`config.mk`:
```
export PLATFORM = sky130hd
export DESIGN_NAME = contador_programa
export DESIGN_NICKNAME = d
export VERILOG_FILES = /design/src/rtl/contador_programa.sv
export SDC_FILE = /design/constraint.sdc
export NUM_CORES = 1
export LEC_CHECK = 0
export BUFFER_PORTS_ARGS = -buffer_cell sky130_fd_sc_hd__buf_2
export CAP_MARGIN = 20
export CORE_MARGIN = 2
export CORE_UTILIZATION = 48
export DETAILED_ROUTE_END_ITERATION = 8
export PLACE_DENSITY = 0.74
export SKIP_CTS_REPAIR_TIMING = 1
export SLEW_MARGIN = 15
export SYNTH_ARGS = -nofsm -noshare
export SYNTH_HDL_FRONTEND = slang
export SYNTH_SLANG_ARGS = --single-unit
```
`constraint.sdc`:
```
create_clock -name clk -period 5.25 [get_ports clk]
set_input_delay 0.2625 -clock clk [delete_from_list [all_inputs] [get_ports clk]]
set_output_delay 0.2625 -clock clk [all_outputs]
set_load 0.1 [all_outputs]
```
`src/rtl/contador_programa.sv`:
```
// Program counter for the fetch stage: sequential advance, branch redirects latched
// across memory wait and stall, and a sticky trap on misaligned redirect targets.
module contador_programa #(
    parameter logic [31:0] RESET_VECTOR = 32'h00000000
) (
    input  logic        clk,
    input  logic        rst,
    input  logic        salto_valido,
    input  logic [31:0] salto_destino,
    input  logic        stall,
    input  logic        mem_listo,
    output logic [31:0] pc_actual,
    output logic [31:0] pc_siguiente,
    output logic        solicitud,
    output logic        redireccion_pendiente,
    output logic        error_alineacion
);

    typedef enum logic [1:0] {
        INICIO   = 2'd0,
        BUSCAR   = 2'd1,
        DETENIDO = 2'd2,
        ERROR    = 2'd3
    } estado_t;

    estado_t     estado, estado_sig;
    logic [31:0] pc_q, pc_d;
    logic [31:0] pend_q, pend_d;
    logic        pend_vld_q, pend_vld_d;
    logic [31:0] objetivo;
    logic        es_salto;
    logic        aplicar;

    function automatic logic alineado(input logic [31:0] dir);
        return dir[1:0] == 2'b00;
    endfunction

    // Next address if the fetch were applied now: same-cycle redirect beats latched one.
    always_comb begin
        objetivo = pc_q + 32'd4;
        es_salto = 1'b0;
        if (salto_valido) begin
            objetivo = salto_destino;
            es_salto = 1'b1;
        end else if (pend_vld_q) begin
            objetivo = pend_q;
            es_salto = 1'b1;
        end
    end

    always_comb begin
        estado_sig = estado;
        pc_d       = pc_q;
        pend_d     = pend_q;
        pend_vld_d = pend_vld_q;
        aplicar    = 1'b0;

        case (estado)
            INICIO: estado_sig = BUSCAR;
            BUSCAR: begin
                if (mem_listo && !stall) begin
                    aplicar = 1'b1;
                end else begin
                    // A completed-but-stalled fetch defers its advance to DETENIDO.
                    if (mem_listo) estado_sig = DETENIDO;
                    if (salto_valido) begin
                        pend_d     = salto_destino;
                        pend_vld_d = 1'b1;
                    end
                end
            end
            DETENIDO: begin
                if (!stall) begin
                    aplicar = 1'b1;
                end else if (salto_valido) begin
                    pend_d     = salto_destino;
                    pend_vld_d = 1'b1;
                end
            end
            ERROR: estado_sig = ERROR;
            default: estado_sig = INICIO;
        endcase

        if (aplicar) begin
            pend_d     = 32'd0;
            pend_vld_d = 1'b0;
            if (es_salto && !alineado(objetivo)) begin
                estado_sig = ERROR;
            end else begin
                pc_d       = objetivo;
                estado_sig = BUSCAR;
            end
        end
    end

    always_ff @(posedge clk) begin
        if (rst) begin
            estado     <= INICIO;
            pc_q       <= RESET_VECTOR;
            pend_q     <= 32'd0;
            pend_vld_q <= 1'b0;
        end else begin
            estado     <= estado_sig;
            pc_q       <= pc_d;
            pend_q     <= pend_d;
            pend_vld_q <= pend_vld_d;
        end
    end

    assign pc_actual             = pc_q;
    assign pc_siguiente          = pc_q + 32'd4;
    assign solicitud             = (estado == BUSCAR);
    assign redireccion_pendiente = pend_vld_q;
    assign error_alineacion      = (estado == ERROR);

endmodule
```
Word level (Yosys, flattened, before mapping)
Index checks and enable logic that the tools add are counted.
{"block": "classes", "n_bitwise": 1, "n_reduce_logical": 12, "n_mux": 20, "addsub": 1, "n_eq_ne": 7}
{"operator": "two-way mux 32 bit", "n": 5}
{"operator": "case mux 32 bit (2 select lines)", "n": 1}
{"operator": "adder 32 x 3 -> 32 bit (second input constant)", "n": 1}
{"operator": "two-way mux 2 bit", "n": 4}
{"operator": "two-way mux 1 bit", "n": 7}
{"operator": "case mux 2 bit (3 select lines)", "n": 1}
{"operator": "AND reduction 3 bit", "n": 2}
{"operator": "equality test 2 bit (second input constant)", "n": 2}
{"operator": "logical NOT 2 bit", "n": 2}
{"operator": "!= test 2 bit (second input constant)", "n": 2}
{"operator": "case mux 1 bit (2 select lines)", "n": 2}
{"operator": "nonzero test 4 bit", "n": 1}
{"operator": "!= test 3 x 2 -> 1 bit (second input constant)", "n": 1}
{"operator": "!= test 3 bit (second input constant)", "n": 1}
{"operator": "equality test 2 x 1 -> 1 bit (second input constant)", "n": 1}
{"operator": "logical AND 1 bit", "n": 2}
{"operator": "logical NOT 1 bit", "n": 2}
{"operator": "AND reduction 2 bit", "n": 1}
{"operator": "nonzero test 2 bit", "n": 1}
{"operator": "OR reduction 2 bit", "n": 1}
{"operator": "NOT 1 bit", "n": 1}
{"block": "totals", "out_inout_bits": 67, "regBits": 67}

Depth between registers and ports, before layout
Gate-level depths: netlist of run 1.
{"block": "logic_depth", "ltp_word": 8, "mapped_depth": 8, "ltp_nobuf": 7}

Worst setup path after synthesis of run 1
No wires, ideal clock.
{"block": "synth_timing", "kind": "flip-flop to output port", "start": "reg pc_q[10] (netlist: pc_actual[10])", "end": "out pc_siguiente[18]", "arrival_ns": 3.925, "stages_incl_launch_ff": 6, "required_time_ns": 4.988, "setup_slack_ns": 1.063, "path_cell_list": "dfxtp_1 -> buf_2 -> nand4_1 -> or4_4 -> or3_4 -> xnor2_1"}
{"block": "synth_via", "elab_chain_cells": 1}
{"item": "start: declaration", "line": "27", "rtl": "logic [31:0] pc_q, pc_d;"}
{"item": "start signal: assignment", "line": "104", "rtl": "pc_q <= pc_d;"}
{"item": "adder 32 x 3 -> 32 bit", "line": "111", "rtl": "assign pc_siguiente = pc_q + 32'd4;"}
{"item": "end: declaration", "line": "13", "rtl": "output logic [31:0] pc_siguiente,"}
No other way between the ends.

Final worst setup path of run 1
{"block": "layout_timing", "start": "reg pc_q[4] (netlist: pc_actual[4])", "end": "out pc_siguiente[12]"}
The elaborated chain is that of the path after synthesis.

==> summary by stage, run 1 <==
Status
The run finished with clean final reports.

Floorplanning
The die is 94.11 um tall. Row generation in the floorplan step produced 32 rows. The total area inside the core boundary comes to between 7000 and 8000 sq um. The top-level I/O count is between 100 and 150. Measured along the x axis, the die boundary spans 94.11 um. The full die area is 8857 sq um.

The initial core utilization is between 40% and 50%.

Placement
Detailed placement finished with a half-perimeter wire length of between 7000 and 8000 um. The placer congestion estimate is ~0.85. The count of buffers added on input and output ports is 103. The number of placed instances, taps included, is 702.

Worst setup path
The count of buffer and inverter cells on the critical path is 1. In this run the register-to-register setup slack is ~2.5 ns. Traced cell by cell, the critical path runs through nand4_1 -> nor3_1 -> nand3_1 -> xnor2_1 -> buf_2. For this run, the slowest stage of the critical path takes between 0.8 and 0.9 ns. STA classifies the critical path startpoint as a register. Data arrives at the worst endpoint at between 2 and 3 ns. The worst setup path is captured at an output pin. The worst-path maximum fanout is 8.

The path depth of the worst reg2reg path is 7. The largest delay contributor family on the critical path is simple AND/OR/NAND/NOR gates. The depth of the critical timing path with buffers and inverters included is 5. Among all stages on the critical path, the largest delay is contributed by sky130_fd_sc_hd__nor3_1. The data required time of the worst path is around 5.0 ns. The critical path is of the register to output pin type.

Timing
The worst slew slack as a fraction of its limit is around 41%. Counting I/O delays and the setup requirement, the final critical path takes between 3 and 4 ns. Setup violations remaining at the end of the flow were counted as 0.

In the final timing run, aggregate negative setup slack is 0 ns. Of the available clock period, the critical path in the final layout requires 59.57%. For the final database, setup skew stands at between 0.01 and 0.015 ns.

The final hold violation count is 0. Setup repair after global routing left no endpoint under its margin. The count of pins over their slew limit came to 0. The slew at the pin with the worst max-slew slack is 0.8737 ns. Static timing analysis puts the maximum clock frequency at 319.7 MHz.

CTS
In this run the clock root is driven by a sky130_fd_sc_hd__clkbuf_8. TritonCTS built the clock tree. The maximum buffer depth of the clock tree is 2. The number of sinks handled by clock tree synthesis is between 60 and 70.

The number of CTS-inserted buffers is 9. The register clock-pin slew on the reported worst setup and hold paths is ~0.070 ns. The CTS H-tree depth is 3. The clock reaches the later pin of the worst-skew pair after ~0.33 ns.

Pwr
For this design the ratio of total power to cell area is roughly 420 nW/um^2. The largest vdd supply drop is between 200 and 250 uV. The reported leakage power is around 1.9 nW.

Logic synthesis
For this run, the number of Yosys warnings is 0. The share of the synthesized area in compound gates (AO/OA/AOI/OAI) is 25.43%. A synthesized cell averages 7.396 sq um. Synthesis produced about 530 cells. The number of synthesized register bits is 67. Summing every instance area after synthesis gives between 3000 and 4000 sq um. The share of async-settable or async-resettable flops after synthesis is 0%. The xor/xnor cell area share of the yosys netlist is ~6%. The number of distinct standard cells referenced by the synthesized netlist is 53. The share of synthesized area occupied by flip-flops and latches is about a third. Of the total synthesized cell area, the portion taken by AND, OR, NAND and NOR gates is between 20% and 30%. The net count after synthesis is 570. Multiplexer cells account for about 1.3% of the synthesized area.

Counting flops with a built-in enable in the synthesized netlist gives 0. The dominant combinational cell family by area after synthesis is simple AND/OR/NAND/NOR gates. The synthesized netlist devotes 1.926% of its cell area to adder and majority cells.

In the synthesized netlist the dominant register cell turns out to be sky130_fd_sc_hd__dfxtp_1.

Route
The post-detailed-route DRC marker count is 0. The initial detailed-routing violation count is roughly 400. The via count is roughly 4300. For this block, the routed nets add up to 11560 um of wire.

In the routed layout, each cell is associated on average with a via count of roughly 6. The count of nets left with antenna violations once routing finished came out at 0. After detailed routing, the average wire length per cell comes to between 15 and 20 um. The number of detailed-route iterations in the first pass is 5.

Global route
The total global routing track utilization is about a quarter. The initial antenna violation count is 0. The pin count of the biggest net entering global routing is 49. The via count of the first global-routing pass is around 3900. The first global-routing pass estimated around 19000 um of wire. For this run the aggregate overflow at the end of global routing stands at 0.

Layout
Once layout is complete, the utilization of the core stands at approximately three fifths. Relative to the synthesized area, the layout overhead comes to 19.26%. The number of nets in the layout is between 600 and 700. The layout has 730 filler cells. The count of antenna diodes in the layout is 0. The count of placed standard cells in the final layout, fillers left out is 719. The post-route netlist has 21.39% of its cells at a drive strength greater than 1.

Flow run
The tool flagged a number of max-cap violations equal to 0.

Worst hold path
The number of cells on the worst hold path is 3. In this run the worst hold path is classified as input pin to register.
## flip-flops by register name, summed over array words and instances (netlist names)
register	cells
pc_actual	32
pend_q	32
estado	2
redireccion_pendiente	1
## worst paths after layout
check                            start                    endpoint
max          pc_actual[4]$_SDFFE_PP0P_            pc_siguiente[12]
max reg2reg     estado[1]$_SDFFE_PP0P_  pc_actual[23]$_SDFFE_PP0P_
min reg2reg     pend_q[5]$_SDFFE_PP0P_      pend_q[5]$_SDFFE_PP0P_
min                  salto_destino[13]     pend_q[13]$_SDFFE_PP0P_
## through the flow
stage	power, mW	hold slack (ns)	area [sq um]	worst slack [ns]
global placement	1.533	0.4374	4451	2.625
floorplan	1.371	0.3985	3897	1.063
finish	1.948	0.1676	4648	2.122
detailed placement	1.551	0.4422	4451	2.576
global route	2.056	0.1669	4648	1.958
CTS	1.933	0.1615	4623	2.202
## cell usage after synthesis, drive strengths merged, types with 8 or more instances
cell	n	area share [%]
xnor2	23	5.2
clkbuf	29	2.8
nand4	11	1.8
nand3	22	2.8
inv	13	1.3
nand2b	10	1.6
nand2	102	9.8
nor2	27	2.6
dfxtp	67	34
buf	8	1.0
o21ai	21	2.7
o211ai	12	2.3
and3	9	1.4
a21oi	77	9.9
## worst register-to-register path: cells and delay by family (launching register included)
kind | cells | cell delay, ns
compound gates | 2 | 1.01
fa+ha+maj | 1 | 0.33
buf+inv | 2 | 0.43
flops | 1 | 0.39
simple gates | 2 | 0.39
## logic make-up (layout without fill, tap and decap cells)
logic type | Yosys count | in the layout
flip-flops | 67 | 67
adder cells (fa/ha/maj) | 6 | 6
XOR/XNOR | 27 | 27
buffers and inverters | 51 | 141
multiplexers | 5 | 5
AND/OR/NAND/NOR | 212 | 212
AO/OA/AOI/OAI | 159 | 159
## per-layer routing
metal / wire length, um / share of wire [%] / vias up / GRT usage, %
li1: - / - / 2043 / -
met1: 4933 / 43 / 2009 / 36.42
met2: 5415 / 47 / 209 / 42.44
met3: 1010 / 8.7 / 17 / 3.852
met4: 203 / 1.8 / 0 / 10.02
met5: 0 / 0 / - / 0
## area by class of cell
class,instances,area (sq um),area share [%]
Sequential cell,67,1341,28.86
Tap cell,102,127.6,2.746
Inverter,14,52.55,1.131
Clock buffer,14,162.7,3.499
Clock inverter,2,10.01,0.2153
Multi-Input combinational cell,409,2361,50.79
Timing Repair Buffer,111,593.1,12.76
## report_power, final
group	leakage [nW]	internal [mW]	switching [mW]	total (mW)
logic	1.24	0.221	0.677	0.899
registers	0.543	0.597	0.0681	0.665
clock network	0.0905	0.197	0.188	0.385
## cell usage in the layout, fill, tap and decap left out, drive strengths merged, types with 7 or more instances in the layout
master / n
a21oi: 77
buf: 110
clkbuf: 15
xnor2: 23
and3: 9
nor2: 27
nand2: 102
nor3: 7
o21ai: 21
nand2b: 10
dfxtp: 67
nand4: 11
nand3: 22
o211ai: 12
inv: 13
Note: power is estimated with default switching activity, not from simulation.
==> inputs of run 2 (changes only) <==
==> constraint.sdc (replaced) <==
create_clock -name clk -period 2.9 [get_ports clk]
set_input_delay 0.145 -clock clk [delete_from_list [all_inputs] [get_ports clk]]
set_output_delay 0.145 -clock clk [all_outputs]
set_load 0.1 [all_outputs]
==> run 2 against run 1 <==
Against the previous run:
- core utilization is 8.2 points higher
- count of clock-buffer cells in the layout is 3 lower
- hold slack worse by 0.12 ns
- via count is 0.91% higher
- global-route usage is 1.1 points higher
- critical path depth stayed put
- power is 91% higher
- sequential share of layout area is 3.1 points lower
- clock skew is 0.0024 ns lower
- first-iteration DRC count is 30% lower
- die area stayed put
- setup slack worse by 2.0 ns
==> summary by stage, run 2 (synthesized netlist as in run 1, its figures left out) <==
Route
The number of vias per cell is 5.914 (-0.61%). The post-detailed-route DRC marker count is 0 (unchanged). The detailed-route wire length per cell was 16.35 um (+1.7%).

The post-detailed-routing wire length is 11930 um (+3.2%). The number of detailed-route iterations in the first pass is 5 (unchanged). The initial detailed-routing violation count is 282 (-30%). The number of nets still failing antenna checks after routing is 0 (unchanged). The via count is 4317 (+0.91%).

Layout
The layout cell share with drive strength beyond 1 was 29.94% (+8.5 points). The most common cell after layout, fill and taps aside is sky130_fd_sc_hd__nand2_1. The number of nets in the layout is 666 (+1.7%).

Leaving out fill and tap cells, the most frequent cells in the layout are sky130_fd_sc_hd__nand2_1, sky130_fd_sc_hd__buf_2, sky130_fd_sc_hd__a21oi_1, sky130_fd_sc_hd__dfxtp_1, sky130_fd_sc_hd__nor2_1. The count of antenna diodes in the layout is 0 (unchanged). The post-layout instance area is 5286 sq um (+14%). Relative to the synthesized area, the layout overhead comes to 35.63%. The count of placed standard cells in the final layout, fillers left out is 730 (+1.5%).

Global route
The via count of the first global-routing pass is 3954 (+2.4%). The global-route wire length before repair is 19410 um (+3.5%). The total global routing track utilization is 27.72% (+1.1 points). The initial antenna violation count came to 0 (unchanged).

The pin count of the biggest net entering global routing is 34 (-31%). The overflow left after global routing is 0 (unchanged).

Worst setup path
The worst-path maximum fanout was 8 (unchanged). The nature of the critical path endpoint is an output pin. The data required time of the worst path was 2.76 ns (-2.23 ns). The critical path arrival is 2.60 ns (-0.27 ns).

The critical path startpoint category is a register. The kind of critical path is register to output pin.

Pwr
The power density normalized to cell area is 703.0 nW/um^2 (+68%). The reported leakage power is 2.169 nW (+16%). The largest vdd supply drop is 727.5 uV (+230%).

Status
The run finished with clean final reports.

CTS
The number of sinks handled by clock tree synthesis is 67 (unchanged). The CTS H-tree depth is 3 (unchanged). The clock insertion delay at the later pin of the skew report is 0.34 ns (about the same).

TritonCTS built the clock tree. The register clock-pin slew on the reported worst setup and hold paths is 0.07 ns (about the same). The maximum buffer depth of the clock tree is 2 (unchanged). The number of CTS-inserted buffers came to 9 (unchanged). The cell at the root of the clock tree is sky130_fd_sc_hd__clkbuf_8.

Placement
The placed cell count is 714 (+1.7%). The area of placed instances came to 5092 sq um (+14%). The placer congestion estimate is 0.8723 (+2.1%).

The quantity of I/O buffers inserted on ports was 103 (unchanged). The HPWL after detailed placement came to 8624 um (+10%).

Timing
The total setup violations reported at the end of the flow was 0 (unchanged). The slew at the pin with the worst max-slew slack is 0.7307 ns (-0.1429 ns). The post-route minimum period is 2.740 ns.

The final critical path takes up a little over nine tenths of the cycle. Based on the critical path, the design can be clocked at up to ~360 MHz. The count of pins over their slew limit is 0 (unchanged). The maximum clock skew at final layout was 0.008496 ns (-0.002354 ns). The final hold violation count is 0 (unchanged). The worst slew slack as a fraction of its limit is 51.28% (+10 points).

Setup repair after global routing left no endpoint under its margin.

Floorplanning
The total core area is 7807 sq um (unchanged). The vertical extent of the die came to 94.11 um (unchanged). The top-level I/O count came to 104 (unchanged). The width of the chip is 94.11 um (unchanged). The initial core utilization is 49.92% (unchanged). The number of rows created at floorplan came to 32 (unchanged). The full die area is 8857 sq um (unchanged).

Worst hold path
The path class of the tightest hold or removal check is input pin to register.

Flow run
The number of maximum-capacitance violations came to 0 (unchanged).
run 2: cell types whose count changed in the layout (fill, tap and decap cells not counted), sizes merged:
cell      before  now
clkinv         3    4
clkbuf        15   11
buf          110  122
bufinv         0    1
clkinvlp       0    1
run 2: final cells by class:
type	instances	area, sq um
flip-flops and latches	67	1364
clock buffers	11	141.4
clock inverters	5	52.55
fillers	699	2521
repair buffers	122	853.3
well taps	102	127.6
inverters	14	52.55
multi-input cells	409	2695
run 2: through the flow:
stage,hold WS [ns],setup slack [ns],TNS (ns),total power [mW],utilization [%]
3_3_place_gp,0.3986,0.5529,0,2.896,65.22
4_1_cts,0.04106,0.1910,0,3.710,67.71
6_report,0.04582,0.1599,0,3.716,67.71
3_5_place_dp,0.4087,0.4875,0,2.940,65.22
5_1_grt,0.04693,0.06475,0,3.907,67.71
2_1_floorplan,0.2810,-0.09369,-0.09369,2.528,-
run 2: final timing paths:
kind,slack [ns],cells past startpoint,endpoint,from
worst max register to register,0.43,6,pc_actual[28]$_SDFFE_PP0P_,estado[0]$_SDFFE_PP0P_
worst min register to register,0.45,2,pend_q[10]$_SDFFE_PP0P_,pend_q[10]$_SDFFE_PP0P_
worst max-delay path,0.16,5,pc_siguiente[18],pc_actual[4]$_SDFFE_PP0P_
worst min-delay path,0.05,3,pend_q[4]$_SDFFE_PP0P_,salto_destino[4]
run 2: metal layers:
metal	vias up	GRT usage (%)	routed length (um)
li1	2074	-	-
met1	1988	38.44	5294
met2	235	42.86	5399
met3	20	4.173	997
met4	0	11.71	243
met5	-	0	0
run 2: report_power, final:
| group | switching (mW) | internal, mW | leakage, nW |
|---|---|---|---|
| sequential | 0.137 | 1.08 | 0.552 |
| combinational | 1.25 | 0.465 | 1.52 |
| clock | 0.365 | 0.416 | 0.0991 |
run 2: critical path, cell delays in order, from the launching register on:
cell and delay (ns):
sky130_fd_sc_hd__dfxtp_2 0.41, sky130_fd_sc_hd__nand4_1 0.30, sky130_fd_sc_hd__or4_4 0.55, sky130_fd_sc_hd__or3_4 0.43, sky130_fd_sc_hd__xnor2_4 0.13, sky130_fd_sc_hd__buf_2 0.43
==> inputs of run 3 (changes only) <==
--- a/config.mk
+++ b/config.mk
@@ -7,6 +7,7 @@
 export LEC_CHECK = 0
 export BUFFER_PORTS_ARGS = -buffer_cell sky130_fd_sc_hd__buf_2
 export CAP_MARGIN = 20
+export CORE_ASPECT_RATIO = 1.75
 export CORE_MARGIN = 2
 export CORE_UTILIZATION = 48
 export DETAILED_ROUTE_END_ITERATION = 8
==> run 3 against run 2 <==
Against the previous run:
- routed wire length up 6.7%
- critical path type unchanged
- count of clock-buffer cells in the layout fell by 2
- power up 13%
- cell count down 2.1%
- clock skew fell by 0.0035 ns
- non-clock buffer count down 3
- core utilization is 0.68 points higher
- critical endpoint is now pc_siguiente[31]
- first-iteration DRC count grew 91%
- maximum frequency increased by 0.41%
- final area increased by 2.3%
- die area is 0.32% higher
- sequential share of layout area decreased by 0.58 points
==> summary by stage, run 3 (synthesized netlist as in run 1, its figures left out) <==
Status
The flow ran to the end, and the final reports show no timing, DRC or antenna violations.

Timing
The slew at the pin with the worst max-slew slack is 0.6583 ns (-0.07247 ns). The final worst-path cycle share is 94.10% (-0.39 points). The total setup violations reported at the end of the flow is 0 (unchanged).

The maximum clock skew at final layout is 0.005007 ns (-0.003489 ns). The post-route minimum period is 2.729 ns (-0.01130 ns). The fmax was 366.5 MHz (+0.41%). The final hold violation count was 0 (unchanged). The count of pins over their slew limit is 0 (unchanged). Setup repair after global routing left no endpoint under its margin. The worst slew slack as a fraction of its limit came to 55.65% (+4.4 points). The final hold slack came to 0.05078 ns (+0.004956 ns).

Pwr
The power density normalized to cell area is 775.3 nW/um^2 (+10%). The internal power component is 2.379 mW (+21%). The sequential group share of total power is 29.2% (-3.6 points). The largest vdd supply drop is 667.3 uV (-8.3%). The reported net switching power is 1.814 mW (+3.6%). The switching fraction of total power came to 43.27% (-3.8 points). The portion of total power attributed to combinational logic is 40.7% (-5.4 points). The clock network fraction of design power is 30.1% (+9.1 points). The reported leakage power is 2.222 nW (+2.4%).

Placement
The placed cell count came to 699 (-2.1%). The HPWL after detailed placement is 9022 um (+4.6%). The quantity of I/O buffers inserted on ports is 103 (unchanged). The placer congestion estimate is 0.8926 (+2.3%).

Flow run
The number of maximum-capacitance violations is 0 (unchanged).

Global route
The met2 capacity usage during global routing is 49.66% (+6.8 points). The pin count of the biggest net entering global routing is 48 (+41%). The global routing met3 resource utilization was 4.319% (+0.15 points). The initial antenna violation count is 0 (unchanged). The routing usage on met1 is 32.56% (-5.9 points).

The global-route wire length before repair is 20150 um (+3.8%). The global-route layer with the greatest usage is met2. The total global routing track utilization is 29.47% (+1.8 points). The via count of the first global-routing pass is 4161 (+5.2%). The overflow left after global routing is 0 (unchanged).

Worst setup path
The nature of the critical path endpoint is an output pin. The critical path arrival came to 2.58 ns (-0.02 ns). STA classifies the critical path startpoint as a register. The worst-path maximum fanout is 8 (unchanged). The kind of critical path is register to output pin. The data required time of the worst path came to 2.76 ns (about the same).

Floorplanning
The width of the chip was 72.12 um (-23%). The top-level I/O count is 104 (unchanged). The initial core utilization is 49.28% (-0.64 points). The number of rows created at floorplan was 43 (+34%). The vertical extent of the die is 123.2 um (+31%). The full die area is 8885 sq um (+0.32%). The total core area is 7909 sq um (+1.3%).

Layout
Leaving out fill and tap cells, the most frequent cells in the layout are sky130_fd_sc_hd__nand2_1, sky130_fd_sc_hd__buf_2, sky130_fd_sc_hd__a21oi_1, sky130_fd_sc_hd__dfxtp_1, sky130_fd_sc_hd__nor2_1. The count of antenna diodes in the layout came to 0 (unchanged). The count of filler cells inserted in the layout is 648 (-7.3%). The count of placed standard cells in the final layout, fillers left out is 715 (-2.1%). The utilization after layout is 68.39% (+0.68 points). Leaving out fill and tap cells, the most frequent cell in the layout is sky130_fd_sc_hd__nand2_1. The number of nets in the layout is 663 (-0.45%). The layout cell share with drive strength beyond 1 is 29.76% (-0.18 points). From synthesis to final layout, the design area changed by 38.78%.

Worst hold path
The class of the worst hold path is input pin to register.

Route
The detailed-route wire length per cell is 17.82 um (+9.0%). The post-detailed-route DRC marker count is 0 (unchanged). The initial detailed-routing violation count was 538 (+91%). The post-detailed-routing wire length is 12740 um (+6.7%). The number of detailed-route iterations in the first pass is 5 (unchanged). The number of vias per cell came to 6.130 (+3.7%).

The via count is 4383 (+1.5%). The number of nets still failing antenna checks after routing is 0 (unchanged).

CTS
The register clock-pin slew on the reported worst setup and hold paths is 0.06 ns (about the same). The number of CTS-inserted buffers is 9 (unchanged). The number of sinks handled by clock tree synthesis is 67 (unchanged). The TritonCTS clock tree is yes.

The clock insertion delay at the later pin of the skew report came to 0.34 ns (about the same). The CTS H-tree depth is 3 (unchanged). The maximum buffer depth of the clock tree came to 2 (unchanged). Clock tree synthesis selected as its root buffer the cell sky130_fd_sc_hd__clkbuf_16.
==> run 3: cell types whose count changed in the layout (fill, tap and decap cells not counted), sizes merged <==
cell    previous run  this run
buf              122       119
clkbuf            11         9
bufinv             1         3
==> run 3: per-layer routing <==
| metal | up-vias | part of all wire [%] |
|---|---|---|
| li1 | 2069 | - |
| met2 | 199 | 52 |
| met5 | - | 0 |
| met1 | 2064 | 36 |
| met3 | 51 | 5.8 |
| met4 | 0 | 6.7 |
==> run 3: critical path: stages, from the launching register on <==
cell                      delay (ns)
sky130_fd_sc_hd__dfxtp_2        0.40
sky130_fd_sc_hd__nand3_1        0.17
sky130_fd_sc_hd__nor2_1         0.47
sky130_fd_sc_hd__nand3_1        0.43
sky130_fd_sc_hd__nor2_1         0.39
sky130_fd_sc_hd__xor2_4         0.19
sky130_fd_sc_hd__buf_12         0.19
==> run 3: area by class of cell <==
| class | instances | area (sq um) | area share (%) |
|---|---|---|---|
| multi-input combinational | 409 | 2695 | 49.83 |
| sequential | 67 | 1364 | 25.21 |
| timing repair buffer | 119 | 843.3 | 15.59 |
| clock buffer | 9 | 225.2 | 4.164 |
| clock inverter | 7 | 116.4 | 2.151 |
| tap | 90 | 112.6 | 2.082 |
| inverter | 14 | 52.55 | 0.9715 |
==> run 3: final timing paths <==
path                                   from                    endpoint  slack, ns  cells after the start
hold reg to reg     pend_q[21]$_SDFFE_PP0P_     pend_q[21]$_SDFFE_PP0P_       0.45                      2
setup reg to reg     estado[1]$_SDFFE_PP0P_  pc_actual[13]$_SDFFE_PP0P_       0.39                      7
setup / recovery  pc_actual[8]$_SDFFE_PP0P_            pc_siguiente[31]       0.17                      6
hold / removal            salto_destino[31]     pend_q[31]$_SDFFE_PP0P_       0.05                      3
==> run 3: power by group through the flow <==
stage | logic (mW) | registers, mW | clock network (mW)
after floorplan | 1.07 | 1.46 | 0
after global placement | 1.67 | 1.23 | 0
after detailed placement | 1.69 | 1.24 | 0
after CTS | 1.70 | 1.22 | 1.27
after global routing | 1.83 | 1.24 | 1.30
final | 1.71 | 1.22 | 1.26
==> run 3: metrics by stage <==
stage	setup TNS, ns	setup slack [ns]	total power, mW	area, sq um
after floorplan	-0.09369	-0.09369	2.528	4254
after global placement	0	0.5721	2.895	5067
after detailed placement	0	0.4586	2.929	5067
after CTS	0	0.1840	4.189	5409
after global routing	0	0.01229	4.366	5409
final	0	0.1712	4.194	5409
